==> config.mk <==
export PLATFORM = sky130hd
export DESIGN_NAME = fifo_uart_tx
export DESIGN_NICKNAME = d
export VERILOG_FILES = /design/src/rtl/fifo_uart_tx.sv
export SDC_FILE = /design/constraint.sdc
export NUM_CORES = 1
export LEC_CHECK = 0
export BUFFER_PORTS_ARGS = -buffer_cell sky130_fd_sc_hd__buf_2
export CAP_MARGIN = 20
export CORE_ASPECT_RATIO = 0.9
export CORE_MARGIN = 5
export CORE_UTILIZATION = 50
export CTS_CLUSTER_SIZE = 30
export DETAILED_ROUTE_END_ITERATION = 8
export GPL_ROUTABILITY_DRIVEN = 1
export PLACE_DENSITY = 0.73
export SYNTH_ARGS = -nofsm -noshare
export SYNTH_HDL_FRONTEND = slang
export SYNTH_SLANG_ARGS = --single-unit
==> constraint.sdc <==
create_clock -name clk -period 2.1 [get_ports clk]
set_input_delay 0 -clock clk [delete_from_list [all_inputs] [get_ports clk]]
set_output_delay 0 -clock clk [all_outputs]
set_load 0.005 [all_outputs]
==> src/rtl/fifo_uart_tx.sv <==
// Drains an 8-bit FIFO one byte at a time and sends each byte as an 8N1 frame
// (start bit, 8 data bits LSB first, stop bit) with busy/done status and a frame counter.
module fifo_uart_tx #(
  parameter int CLKS_PER_BIT = 16,
  parameter int CNT_W        = 16
) (
  input  logic             clk,
  input  logic             rst,
  input  logic             en,
  input  logic             fifo_empty,
  input  logic [7:0]       fifo_data,
  output logic             fifo_rd,
  output logic             tx,
  output logic             busy,
  output logic             done,
  output logic [CNT_W-1:0] frame_cnt
);

  typedef enum logic [2:0] {IDLE, FETCH, LOAD, START, DATA, STOP} state_t;

  localparam logic [15:0] BAUD_LAST = 16'(CLKS_PER_BIT - 1);
  localparam logic [15:0] BAUD_PRE  = 16'(CLKS_PER_BIT - 2);

  state_t           state_q;
  logic [7:0]       shift_q;
  logic [2:0]       bit_idx_q;
  logic [15:0]      baud_q;
  logic             fifo_rd_q;
  logic             tx_q;
  logic             busy_q;
  logic             done_q;
  logic [CNT_W-1:0] frame_cnt_q;

  logic             bit_end;
  logic [15:0]      baud_d;
  logic [CNT_W-1:0] frame_cnt_d;

  assign bit_end     = (baud_q == BAUD_LAST);
  assign baud_d      = bit_end ? 16'd0 : baud_q + 16'd1;
  assign frame_cnt_d = frame_cnt_q + {{(CNT_W-1){1'b0}}, 1'b1};

  always_ff @(posedge clk or posedge rst) begin
    if (rst) begin
      state_q     <= IDLE;
      shift_q     <= 8'd0;
      bit_idx_q   <= 3'd0;
      baud_q      <= 16'd0;
      fifo_rd_q   <= 1'b0;
      tx_q        <= 1'b1;
      busy_q      <= 1'b0;
      done_q      <= 1'b0;
      frame_cnt_q <= '0;
    end else begin
      fifo_rd_q <= 1'b0;
      done_q    <= 1'b0;
      case (state_q)
        IDLE: begin
          tx_q   <= 1'b1;
          busy_q <= 1'b0;
          // The pop happens only after seeing a non-empty FIFO; we are its sole reader.
          if (en && !fifo_empty) begin
            state_q   <= FETCH;
            fifo_rd_q <= 1'b1;
            busy_q    <= 1'b1;
          end
        end
        FETCH: state_q <= LOAD;
        LOAD: begin
          shift_q <= fifo_data;
          baud_q  <= 16'd0;
          tx_q    <= 1'b0;
          state_q <= START;
        end
        START: begin
          baud_q <= baud_d;
          if (bit_end) begin
            bit_idx_q <= 3'd0;
            tx_q      <= shift_q[0];
            state_q   <= DATA;
          end
        end
        DATA: begin
          baud_q <= baud_d;
          if (bit_end) begin
            shift_q <= {1'b0, shift_q[7:1]};
            if (bit_idx_q == 3'd7) begin
              tx_q    <= 1'b1;
              state_q <= STOP;
            end else begin
              bit_idx_q <= bit_idx_q + 3'd1;
              tx_q      <= shift_q[1];
            end
          end
        end
        STOP: begin
          baud_q <= baud_d;
          // Raise done one edge early so the registered pulse lands on the last stop cycle.
          if (baud_q == BAUD_PRE) begin
            done_q      <= 1'b1;
            frame_cnt_q <= frame_cnt_d;
          end
          if (bit_end) begin
            busy_q  <= 1'b0;
            state_q <= IDLE;
          end
        end
        default: state_q <= IDLE;
      endcase
    end
  end

  assign fifo_rd   = fifo_rd_q;
  assign tx        = tx_q;
  assign busy      = busy_q;
  assign done      = done_q;
  assign frame_cnt = frame_cnt_q;

endmodule
==> summary.md <==
| Metric | Value |
|---|---|
| Outcome | `finished, violations left` |
| Failing checks | `setup timing` |
| Final worst-path cycle share | `1.03` |
| Total CTS buffers | `5` |
| Crit path time final | `~2.2 ns` |
| Final Hold Fails | `0` |
| Cells after Synth | `271` |
| Fraction of layout cells with a size suffix above 1 | `0.315` |
| Unique masters post-synth | `47` |
| Worst-Margin Slew | `0.638 ns` |
| Largest net degree at the start of global routing | `29` |
| PD cells | `487 nW/um2` |
| M1 WL | `between 2 and 3 mm` |
| Net Count, Synth | `around 290` |
| Total Power | `about 1600 uW` |
| # diodes | `0` |
| Sequential area share after synthesis | `0.479` |
| Critical path arrival | `between 2 and 2.5 ns` |
| DRC viols | `0` |
| Initial antenna violation count | `0` |
| I/O Buffers | `31` |
| Critical path fanouts, max | `7` |
| Height of the die | `~79 um` |
| Avg Inst Size Synth | `~9.6 um2` |
| Die ar. | `~6800 um2` |
| Setup TNS | `-0.252 ns` |
| Area of the multi-input gates | `1370 um2` |
| Peak supply drop | `about 0.49 mV` |
| Worst-Skew Late Latency | `approximately 0.30 ns` |
| Startpoint types | `flip-flop` |
| Unrepaired setup endpoints after global routing | `true` |
| Layout fillers | `~420` |
| Synth Register Bits | `50` |
| Most frequent cells in the layout | `dfrtp_1, buf_2, buf_4` |
| Via count | `between 2,000 and 2,500` |
| Top Ports | `32` |
| CTS tree | `yes` |
| Final Setup Violations | `7` |
| Commonest non-fill, non-tap cell in the layout | `dfrtp_1` |
| Layout area overhead | `27.7%` |
| Worst Setup Slack, final | `-0.0668 ns` |
| Critical path class | `reg -> reg` |
| Reg clk slew, reported paths | `approximately 0.09 ns` |
| Routed wire length per instance | `14.9 um` |
| GRT Total Usage | `0.188` |
| HP Class | `in -> reg` |
| Root buffer cell | `clkbuf_8` |
| Vias in the first global route | `around 2,200` |
| Max layer used | `met4` |
| Storage cell area | `around 1300 um2` |
| Lkg Pwr | `roughly 0.0016 uW` |
| Fmax | `approximately 460 MHz` |
| Top-area cell type share of the netlist area | `0.469` |
| Gpl congestion | `about 0.86` |
| Clock Skews | `about 0.0046 ns` |
| Routed Wire Length | `~6.1 mm` |
| Final core occ | `0.647` |
| MaxCap Viol Count | `0` |
| # clock sinks | `50` |
| First-pass GRT wire length | `about 10 mm` |
| DP HPWL | `4.22 mm` |
| Num rows | `25` |
| Number of vias per cell | `5.63` |
| Nets | `between 300 and 400` |
| Met3 routed WL | `~280 um` |
| DRT antenna net count | `0` |
| Max Root-Sink Buffers | `2` |
| Die span in x | `around 86 um` |
| Relative slew margins | `0.573` |
| Initial Util | `0.506` |
| Congestion Overflow GR | `0` |
| Number of DRC markers in iteration 0 | `121` |
| Core outline area | `roughly 5200 um2` |
| CP Capture Type | `flip-flop` |
| Syn Std Cell Area | `approximately 2600 um2` |
| Yosys warning count | `0` |
| Reg2Reg Setup Slack | `-0.07 ns` |
| Ranking of synthesized cells by area | `dfrtp_1, o21ai_0, nand2_1` |
| Met2 WL | `roughly 3.1 mm` |
| Crit path required time | `around 2.3 ns` |
| Iteration count of the initial detailed-routing pass | `4` |
| H-tree levels | `2` |
| Final Slew Violations | `0` |
| Area leader, netlist | `dfrtp_1` |
## power breakdown
part / internal [uW] / switching (uW)
Sequential: 970 / 5.30
Clock: 265 / 323
Combinational: 29.4 / 31.7
Total: 1270 / 360
## cells in the mapped netlist (all sizes together)
| library cell | n |
|---|---|
| inv | 9 |
| clkbuf | 3 |
| mux2 | 2 |
| a22oi | 1 |
| a311oi | 1 |
| a41oi | 2 |
| xor2 | 10 |
| a31o | 1 |
| o2bb2a | 1 |
| or2b | 1 |
| xnor2 | 7 |
| nand3b | 1 |
| a211oi | 1 |
| a32o | 1 |
| nand4 | 6 |
| dfrtp | 49 |
| a211o | 1 |
| nor4 | 7 |
| a21oi | 8 |
| nor2 | 22 |
| buf | 7 |
| and2 | 1 |
| or3 | 3 |
| o22a | 1 |
| nand2b | 6 |
| nor3 | 12 |
| o31ai | 3 |
| nand2 | 31 |
| nand3 | 12 |
| and3 | 2 |
| mux2i | 7 |
| or4 | 4 |
| a22o | 2 |
| ha | 5 |
| nor2b | 2 |
| o21ai | 32 |
| nor4b | 1 |
| o22ai | 1 |
| a31oi | 4 |
| dfstp | 1 |
## layer usage
layer	global-route usage	up-vias
li1	-	1119
met4	0.0654	0
met1	0.242	1129
met5	0	-
met2	0.317	53
met3	0.0346	8
## metrics by stage
step / std cells / setup slack, ns / hold WS [ns] / instance area [um2]
6_report: 410 / -0.0668 / 0.00000661 / 3340
5_1_grt: 410 / -0.124 / 0.0200 / 3340
4_1_cts: 410 / -0.0384 / 0.00615 / 3250
3_5_place_dp: 390 / -0.0627 / 0.0887 / 3020
3_3_place_gp: 390 / -0.0305 / 0.0890 / 3020
2_1_floorplan: 271 / -0.0867 / 0.170 / 2620
## path summary, 6_finish.rpt
path                                from       endpoint  depth (start not counted)
max in group asynchronous            rst     baud_q[10]                          4
min in group asynchronous            rst           busy                          3
setup / recovery               baud_q[8]     baud_q[10]                          5
hold / removal              fifo_data[6]     shift_q[6]                          3
hold reg to reg            frame_cnt[15]  frame_cnt[15]                          1
setup reg to reg               baud_q[8]     baud_q[10]                          5
## sequential cells by signal (all words and copies together) (netlist names)
register / count
frame_cnt: 16
fifo_rd: 1
busy: 1
done: 1
bit_idx_q: 3
baud_q: 16
state_q: 3
shift_q: 8
tx: 1
## final cells by class
| cell class | instances | area share |
|---|---|---|
| clock buffer | 6 | 0.0247 |
| clock inverter | 2 | 0.00375 |
| inverter | 9 | 0.0101 |
| multi-input combinational | 203 | 0.410 |
| sequential | 50 | 0.375 |
| tap | 67 | 0.0251 |
| timing repair buffer | 73 | 0.151 |
## critical path, cell delays in order (launching register included)
cell	delay [ns]
dfrtp_1	0.38
or4_4	0.56
or4_4	0.63
or2b_4	0.29
a31o_4	0.10
a31oi_2	0.07
## repair_timing
item	CTS	global route
pin swaps	2	7
setup endpoints to repair	13	36
endpoints found under the hold margin	33	0
gates cloned	1	0
setup buffers	1	0
hold buffers	10	0
resized for setup	5	20
## logic make-up (layout without fill, tap and decap cells)
family | count (synthesis) | after routing | share of synthesized area
muxes | 9 | 9 | 0.0354
adders and majority gates | 5 | 5 | 0.0239
buffers and inverters | 19 | 90 | 0.0397
and+or+nand+nor | 111 | 111 | 0.217
xor gates and xnor gates | 17 | 17 | 0.0570
DFF | 50 | 50 | 0.479
AOI/OAI and AO/OA | 60 | 61 | 0.147
(Power assumes the default switching activity.)
